==> config.mk <==
export PLATFORM = sky130hd
export DESIGN_NAME = uart_rx_engine
export DESIGN_NICKNAME = d
export VERILOG_FILES = /design/src/rtl/uart_rx_engine.sv
export SDC_FILE = /design/constraint.sdc
export NUM_CORES = 1
export LEC_CHECK = 0
export CORE_UTILIZATION = 25
export CTS_BUF_LIST = sky130_fd_sc_hd__clkbuf_4 sky130_fd_sc_hd__clkbuf_8 sky130_fd_sc_hd__clkbuf_16
export DETAILED_ROUTE_END_ITERATION = 12
export SYNTH_ARGS = -nofsm -noshare
export SYNTH_HDL_FRONTEND = slang
export SYNTH_SLANG_ARGS = --single-unit
export TNS_END_PERCENT = 1
==> constraint.sdc <==
create_clock -name clock -period 2.57 [get_ports clock]
set_clock_uncertainty 0.15 [all_clocks]
set_input_delay 0.257 -clock clock [delete_from_list [all_inputs] [get_ports clock]]
set_output_delay 0.257 -clock clock [all_outputs]
set_load 0.01 [all_outputs]
==> src/rtl/uart_rx_engine.sv <==
// Serial receiver: 2-flop synchronised rx, mid-bit sampling, 7/8 data bits, optional odd/even parity.
// rx_data and flags update on the stop-bit sample cycle. There is no backpressure: an unread character is overwritten and ovf is set.
module uart_rx_engine #(
    parameter int CLK_FREQ = 100_000_000
) (
    input  logic       clock,
    input  logic       reset,
    input  logic [3:0] baud,
    input  logic       eight,
    input  logic       pen,
    input  logic       ohel,
    input  logic       rx,
    input  logic       read,
    output logic [7:0] rx_data,
    output logic       rxrdy,
    output logic       perr,
    output logic       ferr,
    output logic       ovf
);

    // Sized for the slowest rate, which has the longest bit time.
    localparam int CW = $clog2(CLK_FREQ / 300 + 1);

    typedef enum logic [2:0] {
        IDLE,
        START,
        DATA,
        PAR,
        STOP
    } state_t;

    function automatic logic [CW-1:0] bit_time(input logic [3:0] sel);
        case (sel)
            4'd0:    bit_time = CW'(CLK_FREQ / 300);
            4'd1:    bit_time = CW'(CLK_FREQ / 1200);
            4'd2:    bit_time = CW'(CLK_FREQ / 2400);
            4'd3:    bit_time = CW'(CLK_FREQ / 4800);
            4'd4:    bit_time = CW'(CLK_FREQ / 9600);
            4'd5:    bit_time = CW'(CLK_FREQ / 19200);
            4'd6:    bit_time = CW'(CLK_FREQ / 38400);
            4'd7:    bit_time = CW'(CLK_FREQ / 57600);
            4'd8:    bit_time = CW'(CLK_FREQ / 115200);
            4'd9:    bit_time = CW'(CLK_FREQ / 230400);
            4'd10:   bit_time = CW'(CLK_FREQ / 460800);
            default: bit_time = CW'(CLK_FREQ / 921600);
        endcase
    endfunction

    state_t        state, state_nxt;
    logic [CW-1:0] cnt, cnt_nxt;
    logic [2:0]    bitcnt, bitcnt_nxt;
    logic [7:0]    shreg, shreg_nxt;
    logic          par_bit, par_nxt;
    logic          rx_s1, rx_s2, rx_prev;
    logic [3:0]    baud_l;
    logic          eight_l, pen_l, ohel_l;
    logic          cfg_load, frame_done;
    logic          rx_fall, expire;
    logic [CW-1:0] bt_m1;
    logic [7:0]    data_word;
    logic          par_exp;

    assign rx_fall   = rx_prev & ~rx_s2;
    assign expire    = (cnt == '0);
    assign bt_m1     = bit_time(baud_l) - CW'(1);
    // In 7-bit mode the character sits one place high in the shifter.
    assign data_word = eight_l ? shreg : {1'b0, shreg[7:1]};
    assign par_exp   = ohel_l ? ~^data_word : ^data_word;

    always_ff @(posedge clock or posedge reset) begin
        if (reset) begin
            rx_s1   <= 1'b1;
            rx_s2   <= 1'b1;
            rx_prev <= 1'b1;
        end else begin
            rx_s1   <= rx;
            rx_s2   <= rx_s1;
            rx_prev <= rx_s2;
        end
    end

    always_ff @(posedge clock or posedge reset) begin
        if (reset) begin
            state   <= IDLE;
            cnt     <= '0;
            bitcnt  <= '0;
            shreg   <= '0;
            par_bit <= 1'b0;
        end else begin
            state   <= state_nxt;
            cnt     <= cnt_nxt;
            bitcnt  <= bitcnt_nxt;
            shreg   <= shreg_nxt;
            par_bit <= par_nxt;
        end
    end

    always_comb begin
        state_nxt  = state;
        cnt_nxt    = expire ? '0 : cnt - CW'(1);
        bitcnt_nxt = bitcnt;
        shreg_nxt  = shreg;
        par_nxt    = par_bit;
        cfg_load   = 1'b0;
        frame_done = 1'b0;
        case (state)
            IDLE: begin
                if (rx_fall) begin
                    state_nxt = START;
                    cnt_nxt   = (bit_time(baud) >> 1) - CW'(1);
                    cfg_load  = 1'b1;
                end
            end
            START: begin
                if (expire) begin
                    if (rx_s2) begin
                        state_nxt = IDLE;
                    end else begin
                        state_nxt  = DATA;
                        cnt_nxt    = bt_m1;
                        bitcnt_nxt = '0;
                    end
                end
            end
            DATA: begin
                if (expire) begin
                    shreg_nxt = {rx_s2, shreg[7:1]};
                    cnt_nxt   = bt_m1;
                    if (bitcnt == (eight_l ? 3'd7 : 3'd6)) begin
                        state_nxt = pen_l ? PAR : STOP;
                    end else begin
                        bitcnt_nxt = bitcnt + 3'd1;
                    end
                end
            end
            PAR: begin
                if (expire) begin
                    par_nxt   = rx_s2;
                    cnt_nxt   = bt_m1;
                    state_nxt = STOP;
                end
            end
            STOP: begin
                if (expire) begin
                    frame_done = 1'b1;
                    state_nxt  = IDLE;
                end
            end
            default: state_nxt = IDLE;
        endcase
    end

    always_ff @(posedge clock or posedge reset) begin
        if (reset) begin
            baud_l  <= '0;
            eight_l <= 1'b0;
            pen_l   <= 1'b0;
            ohel_l  <= 1'b0;
        end else if (cfg_load) begin
            baud_l  <= baud;
            eight_l <= eight;
            pen_l   <= pen;
            ohel_l  <= ohel;
        end
    end

    // Completion has priority over a coincident read.
    always_ff @(posedge clock or posedge reset) begin
        if (reset) begin
            rx_data <= '0;
            rxrdy   <= 1'b0;
            perr    <= 1'b0;
            ferr    <= 1'b0;
            ovf     <= 1'b0;
        end else if (frame_done) begin
            rx_data <= data_word;
            rxrdy   <= 1'b1;
            ferr    <= ~rx_s2;
            perr    <= pen_l & (par_bit != par_exp);
            ovf     <= rxrdy & ~read;
        end else if (read) begin
            rxrdy   <= 1'b0;
            ovf     <= 1'b0;
        end
    end

endmodule

; After elaboration in Yosys (flattened, before gate mapping)
; Memories as Yosys holds them, arrays and structs flattened.
; Index checks and enable logic that the tools add are counted.
[classes]
eq_ne = 14
add_sub_neg = 4
mux = 32
bitwise = 5
n_reduce_logical = 11
[op_table]
columns = operator, n
row1 = two-way mux 19 bit, 7
row2 = case mux 19 bit (3 select lines), 1
row3 = subtractor 19 x 1 -> 19 bit (second input constant), 2
row4 = two-way mux 3 bit, 11
row5 = zero test 19 bit, 1
row6 = subtractor 18 x 1 -> 19 bit (second input constant), 1
row7 = != test 2 bit (second input constant), 8
row8 = case mux 3 bit (5 select lines), 1
row9 = two-way mux 1 bit, 9
row10 = two-way mux 8 bit, 1
row11 = XNOR reduction 8 bit, 1
row12 = XOR reduction 8 bit, 1
row13 = equality test 3 x 2 -> 1 bit (second input constant), 2
row14 = case mux 3 bit (2 select lines), 1
row15 = AND reduction 6 bit, 1
row16 = AND reduction 5 bit, 1
row17 = AND reduction 2 bit, 2
row18 = nonzero test 2 bit, 2
row19 = adder 3 x 1 -> 3 bit (second input constant), 1
row20 = AND 1 bit, 3
row21 = equality test 3 x 1 -> 1 bit (second input constant), 1
row22 = equality test 3 bit, 1
row23 = equality test 3 bit (second input constant), 1
row24 = zero test 3 bit, 1
row25 = 4 further kinds, 5
[totals]
memories = 2
output_inout_bits = 12
ff_bits = 56
input_bits = 11
rom_bits = 576
[mem_list]
columns = name, depth, width, rd, rd_ports_with_merged_regs, wr, line_no
row1 = (no name shown), 16, 18, 1, 0, 0, 33  ; case (sel)
row2 = (no name shown), 16, 18, 1, 0, 0, 33

; Logic depth before layout (Yosys ltp)
; Gate-level depths: netlist of the first run.
[logic_depth]
word_depth = 7
ltp_mapped = 11

; Least setup slack after synthesis of the first run
; Ideal clock, no wire load.
[synth_path]
path_type = register to register
from = reg cnt[13]
to = reg par_bit
slack_ps = 70
path_buffers = 0
stages_incl_launch_ff = 6
t_required_ps = 2293
arrival_time_ps = 2223
path_cell_list = dfrtp_1 > or4_4 > or4b_4 > nor3_4 > nand4_1 > mux2_1
[synth_between]
elab_chain_cells = 2
[synth_lines]
columns = item, line_no
row1 = start: declaration, 50  ; logic [CW-1:0] cnt, cnt_nxt;
row2 = start signal: assignment, 91  ; cnt <= cnt_nxt;
row3 = zero test 19 bit, 64  ; assign expire = (cnt == '0);
row4 = AND reduction 2 bit (no source line), -
row5 = end signal: assignment, 94  ; par_bit <= par_nxt;
row6 = end: declaration, 53  ; logic par_bit, par_nxt;
; No other way between the ends.
; A chain may end at the register's enable or synchronous reset.

; Worst setup path in the final report of the first run
[layout_path]
from = reg cnt[14]
to = reg cnt[10]
[layout_between]
elab_chain_cells = 5
word_cells_on_any_way = 7
[layout_lines]
columns = item, line_no
row1 = zero test 19 bit *, 64
row2 = two-way mux 19 bit, 100  ; cnt_nxt = expire ? '0 : cnt - CW'(1);
row3 = two-way mux 19 bit, 116  ; if (rx_s2) begin
row4 = two-way mux 19 bit, 115  ; if (expire) begin
row5 = case mux 19 bit (3 select lines) *, 106  ; case (state)
row6 = via cnt_nxt[10], 50
; Mark *: on every way through the listed nets, which the timed path passes. The rest lies on a longest branch.

==> metrics.txt, run 1 <==
# TYPE chip_impl_metric gauge
chip_impl_metric{name="dr_total_vias",unit=""} 3242
chip_impl_metric{name="cts.clk_slew.worst_paths",unit="ns"} 0.07
chip_impl_metric{name="start_util",unit="%"} 25.9
chip_impl_metric{name="worst_pin_slew",unit="ns"} 0.546
chip_impl_metric{name="ys_warn_count",unit=""} 0
chip_impl_metric{name="first_pass_grt_wire_length",unit="um"} 16000
chip_impl_info{name="rsz_0062_raised_after_global_routing",value="true"} 1
chip_impl_metric{name="max_freq",unit="MHz"} 397
chip_impl_metric{name="worst_ep_required_time",unit="ns"} 2.60
chip_impl_metric{name="synth_instances",unit=""} 415
chip_impl_metric{name="p_total",unit="mW"} 4.30
chip_impl_metric{name="grt_overflow_total",unit=""} 0
chip_impl_metric{name="die_h",unit="um"} 125
chip_impl_info{name="critical_setup_path_class",value="reg2reg"} 1
chip_impl_info{name="synth_top_cells_by_area",value="dfrtp_1 (35%), ha_1 (5.3%), xnor2_1 (4.4%), nand2_1 (4.3%), o21ai_0 (4.0%)"} 1
chip_impl_metric{name="drc",unit=""} 0
chip_impl_metric{name="first_global_vias",unit=""} 3134
chip_impl_metric{name="fin_setup_tns",unit="ns"} 0
chip_impl_metric{name="worst-r2r-cell-count",unit=""} 6
chip_impl_metric{name="clkSinkCount",unit=""} 56
chip_impl_metric{name="routability_cong",unit=""} 0.892
chip_impl_metric{name="layout-drive-gt1-share",unit="%"} 17.1
chip_impl_info{name="synth_area_leader_cell",value="dfrtp_1"} 1
chip_impl_metric{name="setup-violations-final",unit=""} 0
chip_impl_metric{name="grt_use_total",unit="%"} 12.7
chip_impl_metric{name="postRouteAntennaNets",unit=""} 0
chip_impl_metric{name="drt-pass1-iter-count",unit=""} 7
chip_impl_info{name="critical_path.reg2reg.endpoint",value="cnt[10]"} 1
chip_impl_metric{name="slew-limit-headroom",unit="%"} 63.5
chip_impl_metric{name="powerDensity",unit="mW/mm2"} 921
chip_impl_info{name="clock_tree.root_cell",value="clkbuf_16"} 1
chip_impl_metric{name="timing_hold_violations_final",unit=""} 0
chip_impl_metric{name="synth.top_cell.area_share",unit="%"} 35.0
chip_impl_metric{name="ctsLongestPathBuffers",unit=""} 2
chip_impl_metric{name="total_number_of_placement_rows",unit=""} 44
chip_impl_metric{name="worst_ep_arrival_time",unit="ns"} 2.55
chip_impl_metric{name="cellLeakagePower",unit="nW"} 1.95
chip_impl_metric{name="core_area",unit="mm2"} 0.0146
chip_impl_metric{name="vdd_drop_max",unit="V"} 0.000318
chip_impl_metric{name="period_minus_slack",unit="ns"} 2.52
chip_impl_metric{name="synth.yosys.seq_area_share",unit="%"} 37.1
chip_impl_metric{name="timing.final.max_slew_violations",unit=""} 0
chip_impl_metric{name="synth.lib_cells_used.distinct",unit=""} 65
chip_impl_metric{name="synth_enable_flop_cells",unit=""} 0
chip_impl_info{name="clock_tree_from_tritoncts",value="done"} 1
chip_impl_metric{name="syn_to_final_growth",unit="%"} 23.3
chip_impl_info{name="critical_r2r_launch",value="cnt[14]"} 1
chip_impl_metric{name="htree_levels",unit=""} 2
chip_impl_metric{name="cts_made_buffers",unit=""} 5
chip_impl_metric{name="worst_skew_pair.late_latency",unit="ns"} 0.30
chip_impl_metric{name="top_level_port_count",unit=""} 23
chip_impl_metric{name="die_width",unit="um"} 125
chip_impl_metric{name="fillers",unit=""} 1513
chip_impl_metric{name="post-dp-hpwl",unit="um"} 7100
chip_impl_metric{name="synth_nets",unit=""} 442
chip_impl_metric{name="final-seq-area",unit="mm2"} 0.00141
chip_impl_metric{name="fp.dieArea",unit="mm2"} 0.0157
chip_impl_metric{name="nNetsFinal",unit=""} 487
chip_impl_metric{name="route.detailed.vias_per_inst",unit=""} 5.03
chip_impl_metric{name="io_buffer_count",unit=""} 22
chip_impl_metric{name="first_drt_iteration_drcs",unit=""} 225
chip_impl_metric{name="postSynthRegisterBits",unit=""} 56
chip_impl_info{name="outcome",value="finished, final reports clean"} 1
chip_impl_info{name="crit_path_start",value="cnt[14]"} 1
chip_impl_metric{name="post_cts_hold_buffers",unit=""} 0
chip_impl_metric{name="route.detailed.wl_per_inst",unit="um"} 14.6
chip_impl_metric{name="largest_net_degree_at_the_start_of_global_routing",unit=""} 35
chip_impl_info{name="postSynth.topFlopCell",value="dfrtp_1"} 1
chip_impl_metric{name="synthesis.area",unit="mm2"} 0.00379
chip_impl_metric{name="fraction_of_registers_with_async_set_reset",unit="%"} 100
chip_impl_metric{name="fin_crit_sh",unit="%"} 98.0
chip_impl_metric{name="critical_path_peak_fanout",unit=""} 6
chip_impl_metric{name="antenna_diodes",unit=""} 0
chip_impl_metric{name="cap_violations",unit=""} 0
chip_impl_metric{name="synth_area_per_cell",unit="um2"} 9.13
chip_impl_metric{name="area_used_by_multi_input_combinational_logic",unit="mm2"} 0.00223
chip_impl_metric{name="reg2reg_setup_slack",unit="ns"} 0.05
chip_impl_metric{name="grt_antenna_before_repair",unit=""} 0
chip_impl_info{name="worstSetupStartpointType",value="register"} 1
chip_impl_info{name="endpoint_kind",value="register"} 1
chip_impl_info{name="hp-class",value="in2async"} 1
chip_impl_info{name="crit_path_end",value="cnt[10]"} 1
chip_impl_metric{name="routed_wl",unit="um"} 9450
==> per-stage QoR <==
stage | std cells | setup WS, ns | hold WS [ns] | instance area (um2) | utilization [%]
2_1_floorplan | 415 | 0.0696 | 0.111 | 3790 | -
3_3_place_gp | 635 | 0.0207 | 0.199 | 4470 | 30.5
3_5_place_dp | 635 | -0.00822 | 0.200 | 4470 | 30.5
4_1_cts | 643 | 0.0533 | 0.208 | 4640 | 31.7
5_1_grt | 645 | -0.0146 | 0.212 | 4670 | 31.9
6_report | 645 | 0.0508 | 0.183 | 4670 | 31.9
==> cell families (layout without fill, tap and decap cells) <==
kind of cell    count (synthesis)  after routing  synth area share, %
xor+xnor                       33             33                 7.99
mux                            24             24                 6.74
flops                          56             56                 37.1
buf+inv                        43             89                 4.29
simple gates                  148            148                 21.1
fa+ha+maj                      16             16                 5.28
compound gates                 95             95                 17.5
==> cells in the mapped netlist (all sizes together) (3+ instances only) <==
| cell type | n |
|---|---|
| a211oi | 3 |
| inv | 17 |
| xor2 | 13 |
| nor2 | 23 |
| nand3b | 5 |
| ha | 16 |
| dfstp | 3 |
| nor4 | 4 |
| nor4b | 4 |
| or2 | 3 |
| nor3b | 3 |
| clkbuf | 24 |
| xnor2 | 19 |
| a21oi | 15 |
| o31ai | 5 |
| nand2b | 10 |
| nand3 | 6 |
| o21ai | 30 |
| nor3 | 16 |
| dfrtp | 53 |
| or3 | 3 |
| o211ai | 3 |
| mux2i | 12 |
| nand2 | 43 |
| nand4 | 8 |
| and2 | 4 |
| a221o | 3 |
| nor2b | 7 |
| mux2 | 12 |
| o221ai | 9 |
==> area by class of cell <==
type                    instances  area share (%)
inverters                      17            1.37
clock inverters                 3           0.991
repair buffers                 64            12.2
multi-input cells             316            47.8
clock buffers                   5            2.68
flip-flops and latches         56            30.1
well taps                     184            4.93
==> repair_timing <==
item,4_1_cts,5_1_grt
pin swaps,1,8
setup buffers,0,2
endpoints found under the setup margin,1,9
resized for setup,0,6
==> sequential cells by signal, summed over array words and instances (netlist names) <==
name,cells
baud_l,4
bitcnt,3
cnt,19
eight_l,1
ferr,1
ohel_l,1
ovf,1
par_bit,1
pen_l,1
perr,1
rx_data,8
rx_prev,1
rx_s1,1
rx_s2,1
rxrdy,1
shreg,8
state,3
==> worst min path at each step <==
stage | from | end | slack [ns] | cells after the start
CTS | reset | cnt[9] | 0.21 | 2
global placement | rx_s1 | rx_s2 | 0.20 | 0
global route | rx | rx_s1 | 0.21 | 1
finish | reset | cnt[9] | 0.18 | 2
floorplan | rx | rx_s1 | 0.11 | 0
detailed placement | rx_s1 | rx_s2 | 0.20 | 0
==> cell usage in the layout, fill, tap and decap left out, types with 10 or more instances in the layout <==
cell type / count
nand2b_1: 10
nor2_1: 22
ha_1: 16
xnor2_1: 19
inv_1: 16
mux2_2: 11
clkdlybuf4s50_1: 22
mux2i_1: 12
buf_4: 38
xor2_1: 13
nor3_1: 14
o21ai_0: 30
a21oi_1: 15
dfrtp_1: 53
nand2_1: 43
==> metal layers <==
| layer | track usage [%] | wire length [um] | vias to the layer above |
|---|---|---|---|
| li1 | - | - | 1590 |
| met1 | 16.6 | 4430 | 1567 |
| met2 | 20.8 | 4490 | 72 |
| met3 | 2.05 | 311 | 13 |
| met4 | 5.31 | 217 | 0 |
| met5 | 0 | 0 | - |
==> power breakdown <==
group / total [mW] / switching, mW / internal, mW
Combinational: 2.17 / 1.17 / 1.00
Clock: 0.789 / 0.326 / 0.464
Sequential: 1.34 / 0.248 / 1.09
Total: 4.30 / 1.74 / 2.56
==> critical path, stage by stage (launching register included) <==
cell and delay (ns):
dfrtp_1 0.38, or4_4 0.57, or4b_4 0.58, o31ai_4 0.27
buf_6 0.16, nor2_2 0.04, a311o_1 0.26
Note: power is estimated with default switching activity, not from simulation.
==> run 2, diff against run 1 <==
--- a/config.mk
+++ b/config.mk
@@ -6,7 +6,9 @@
 export NUM_CORES = 1
 export LEC_CHECK = 0
-export CORE_UTILIZATION = 25
+export CORE_UTILIZATION = 54
 export CTS_BUF_LIST = sky130_fd_sc_hd__clkbuf_4 sky130_fd_sc_hd__clkbuf_8 sky130_fd_sc_hd__clkbuf_16
 export DETAILED_ROUTE_END_ITERATION = 12
+export GPL_ROUTABILITY_DRIVEN = 1
+export PLACE_DENSITY = 0.76
 export SYNTH_ARGS = -nofsm -noshare
 export SYNTH_HDL_FRONTEND = slang
--- a/constraint.sdc
+++ b/constraint.sdc
@@ -3,3 +3,3 @@
 set_input_delay 0.257 -clock clock [delete_from_list [all_inputs] [get_ports clock]]
 set_output_delay 0.257 -clock clock [all_outputs]
-set_load 0.01 [all_outputs]
+set_load 0.1 [all_outputs]
==> run 2 against run 1 <==
Effect of this change:
- non-clock buffer count is 6 higher
- hold slack worse by 0.0093 ns
- fmax is 0.55% lower
- setup slack worse by 0.014 ns
- first-iteration DRC count is 14% lower
- design area is 4.1% lower
- sequential share of layout area is 1.3 points higher
- critical endpoint unchanged
- largest cell class unchanged
==> metrics.txt, run 2 (synthesis gave the netlist of run 1 again) <==
# TYPE chip_impl_metric gauge
chip_impl_metric{name="drc",unit=""} 0
chip_impl_metric{name="syn_to_final_growth",unit="%"} 18.2
chip_impl_info{name="biggestRegsByFlops",value="cnt (19), rx_data (8), shreg (8)"} 1
chip_impl_metric{name="layout-drive-gt1-share",unit="%"} 20.3
chip_impl_metric{name="fp.dieArea",unit="mm2"} 0.00735
chip_impl_metric{name="critical_path_s_largest_stage_delay",unit="ns"} 0.59
chip_impl_info{name="critical_path.cell_chain",value="or4_4 -> or4b_4 -> o31ai_4 -> buf_6 -> nor2_2 -> a311o_1"} 1
chip_impl_info{name="cpLargestDelayFamily",value="simple AND/OR/NAND/NOR gates"} 1
chip_impl_metric{name="io_buffer_count",unit=""} 22
chip_impl_metric{name="fin_crit_sh",unit="%"} 98.6
chip_impl_metric{name="largest_reg_flops",unit=""} 19
chip_impl_metric{name="fillers",unit=""} 536
chip_impl_metric{name="grt_use_total",unit="%"} 27.4
chip_impl_metric{name="routed_wl",unit="um"} 9400
chip_impl_metric{name="met3WireLength",unit="um"} 347
chip_impl_metric{name="post_cts_hold_buffers",unit=""} 0
chip_impl_metric{name="first_global_vias",unit=""} 3236
chip_impl_metric{name="slew-limit-headroom",unit="%"} 59.6
chip_impl_metric{name="clkSinkCount",unit=""} 56
chip_impl_metric{name="total_number_of_placement_rows",unit=""} 30
chip_impl_metric{name="setup-violations-final",unit=""} 0
chip_impl_info{name="commonest_non_fill_non_tap_cell_in_the_layout",value="buf_4"} 1
chip_impl_metric{name="nNetsFinal",unit=""} 493
chip_impl_metric{name="dr_total_vias",unit=""} 3288
chip_impl_metric{name="period_minus_slack",unit="ns"} 2.53
chip_impl_metric{name="start_util",unit="%"} 55.8
chip_impl_metric{name="timing.final.max_slew_violations",unit=""} 0
chip_impl_metric{name="route.detailed.vias_per_inst",unit=""} 5.84
chip_impl_metric{name="antenna_diodes",unit=""} 0
chip_impl_info{name="rsz_0062_raised_after_global_routing",value="true"} 1
chip_impl_metric{name="route.met2.wl",unit="um"} 4820
chip_impl_metric{name="pre_cts_slack",unit="ns"} -0.0496
chip_impl_metric{name="htree_levels",unit=""} 2
chip_impl_metric{name="grt_antenna_before_repair",unit=""} 0
chip_impl_metric{name="cellLeakagePower",unit="nW"} 1.96
chip_impl_metric{name="cts.clk_slew.worst_paths",unit="ns"} 0.11
chip_impl_info{name="endpoint_kind",value="register"} 1
chip_impl_info{name="top_register",value="cnt"} 1
chip_impl_metric{name="routability_cong",unit=""} 1.00
chip_impl_info{name="clock_tree.root_cell",value="clkbuf_8"} 1
chip_impl_metric{name="layout_setup_ws",unit="ns"} 0.0367
chip_impl_metric{name="die_h",unit="um"} 85.8
chip_impl_metric{name="first_pass_grt_wire_length",unit="um"} 15600
chip_impl_metric{name="routedLengthMet1",unit="um"} 3930
chip_impl_info{name="top_layer",value="met4"} 1
chip_impl_metric{name="postRouteAntennaNets",unit=""} 0
chip_impl_metric{name="worst_skew_pair.late_latency",unit="ns"} 0.32
chip_impl_metric{name="post-dp-hpwl",unit="um"} 7280
chip_impl_metric{name="worst_ep_required_time",unit="ns"} 2.63
chip_impl_metric{name="powerDensity",unit="mW/mm2"} 895
chip_impl_metric{name="first_drt_iteration_drcs",unit=""} 193
chip_impl_metric{name="route.detailed.wl_per_inst",unit="um"} 16.7
chip_impl_info{name="clock_tree_from_tritoncts",value="done"} 1
chip_impl_metric{name="critical_path_peak_fanout",unit=""} 6
chip_impl_metric{name="cap_violations",unit=""} 0
chip_impl_metric{name="finalInstanceArea",unit="mm2"} 0.00448
chip_impl_info{name="layout.cells.most_common_list",value="buf_4 (57), dfrtp_1 (53), nand2_1 (43)"} 1
chip_impl_info{name="outcome",value="finished, final reports clean"} 1
chip_impl_metric{name="die_width",unit="um"} 85.8
chip_impl_metric{name="timing_hold_violations_final",unit=""} 0
chip_impl_info{name="critical_setup_path_class",value="reg2reg"} 1
chip_impl_metric{name="whs",unit="ns"} 0.174
chip_impl_metric{name="largest_net_degree_at_the_start_of_global_routing",unit=""} 30
chip_impl_metric{name="cp.buffers_inverters",unit=""} 1
chip_impl_info{name="hp-class",value="in2async"} 1
chip_impl_metric{name="drt-pass1-iter-count",unit=""} 5
chip_impl_metric{name="core_area",unit="mm2"} 0.00679
chip_impl_metric{name="grt_overflow_total",unit=""} 0
chip_impl_metric{name="worst_pin_slew",unit="ns"} 0.604
chip_impl_metric{name="ctsLongestPathBuffers",unit=""} 2
chip_impl_metric{name="placed_cell_area",unit="mm2"} 0.00436
chip_impl_metric{name="vdd_drop_max",unit="V"} 0.000422
chip_impl_metric{name="top_level_port_count",unit=""} 23
chip_impl_metric{name="cts_made_buffers",unit=""} 5
chip_impl_metric{name="p_total",unit="mW"} 4.01
chip_impl_info{name="critical_path.slowest_cell",value="or4b_4"} 1
chip_impl_info{name="worstSetupStartpointType",value="register"} 1
chip_impl_metric{name="max_freq",unit="MHz"} 395
chip_impl_metric{name="worst_ep_arrival_time",unit="ns"} 2.59
## run 2: final timing paths
kind / start / endpoint / slack [ns] / cells past startpoint
setup / recovery: cnt[14] / cnt[10] / 0.04 / 6
hold / removal: reset / cnt[9] / 0.17 / 2
setup reg to reg: cnt[14] / cnt[10] / 0.04 / 6
hold reg to reg: rx_s1 / rx_s2 / 0.21 / 0
max in group asynchronous: reset / rx_s2 / 1.46 / 3
min in group clock: rx / rx_s1 / 0.19 / 1
## run 2: worst register-to-register path, cell delays in order, from the launching register on
cell and delay, ns:
dfrtp_1 0.40, or4_4 0.56, or4b_4 0.59, o31ai_4 0.26
buf_6 0.16, nor2_2 0.04, a311o_1 0.26
## run 2: metal layers
metal	GRT usage, %	vias up
met2	49.2	80
met5	0	-
met4	13.2	0
met1	32.0	1581
li1	-	1601
met3	4.14	26
## run 2: final cells by class
class / instances / area, um2 / share of cell area, %
clock buffers: 5 / 68.8 / 1.54
repair buffers: 70 / 571 / 12.7
inverters: 17 / 63.8 / 1.42
flip-flops and latches: 56 / 1410 / 31.4
well taps: 96 / 120 / 2.68
clock inverters: 3 / 27.5 / 0.615
multi-input cells: 316 / 2220 / 49.6
## run 2: what timing repair did
item / CTS / global route
buffers inserted: 0 / 2
pin swaps: 1 / 7
resized for setup: 0 / 4
endpoints found under the setup margin: 5 / 10
## run 2: power by group
| group | total [mW] | internal [mW] | leakage [nW] | switching, mW |
|---|---|---|---|---|
| logic | 2.17 | 1.00 | 1.18 | 1.16 |
| registers | 1.33 | 1.09 | 0.732 | 0.239 |
| clock network | 0.512 | 0.201 | 0.0463 | 0.311 |
## run 2: per-stage QoR
stage,utilization (%),instances,setup TNS (ns)
after floorplan,-,415,0
after global placement,64.1,553,0
after detailed placement,64.1,553,-0.0722
after CTS,65.6,561,0
after global routing,65.9,563,-0.00273
final,65.9,563,0
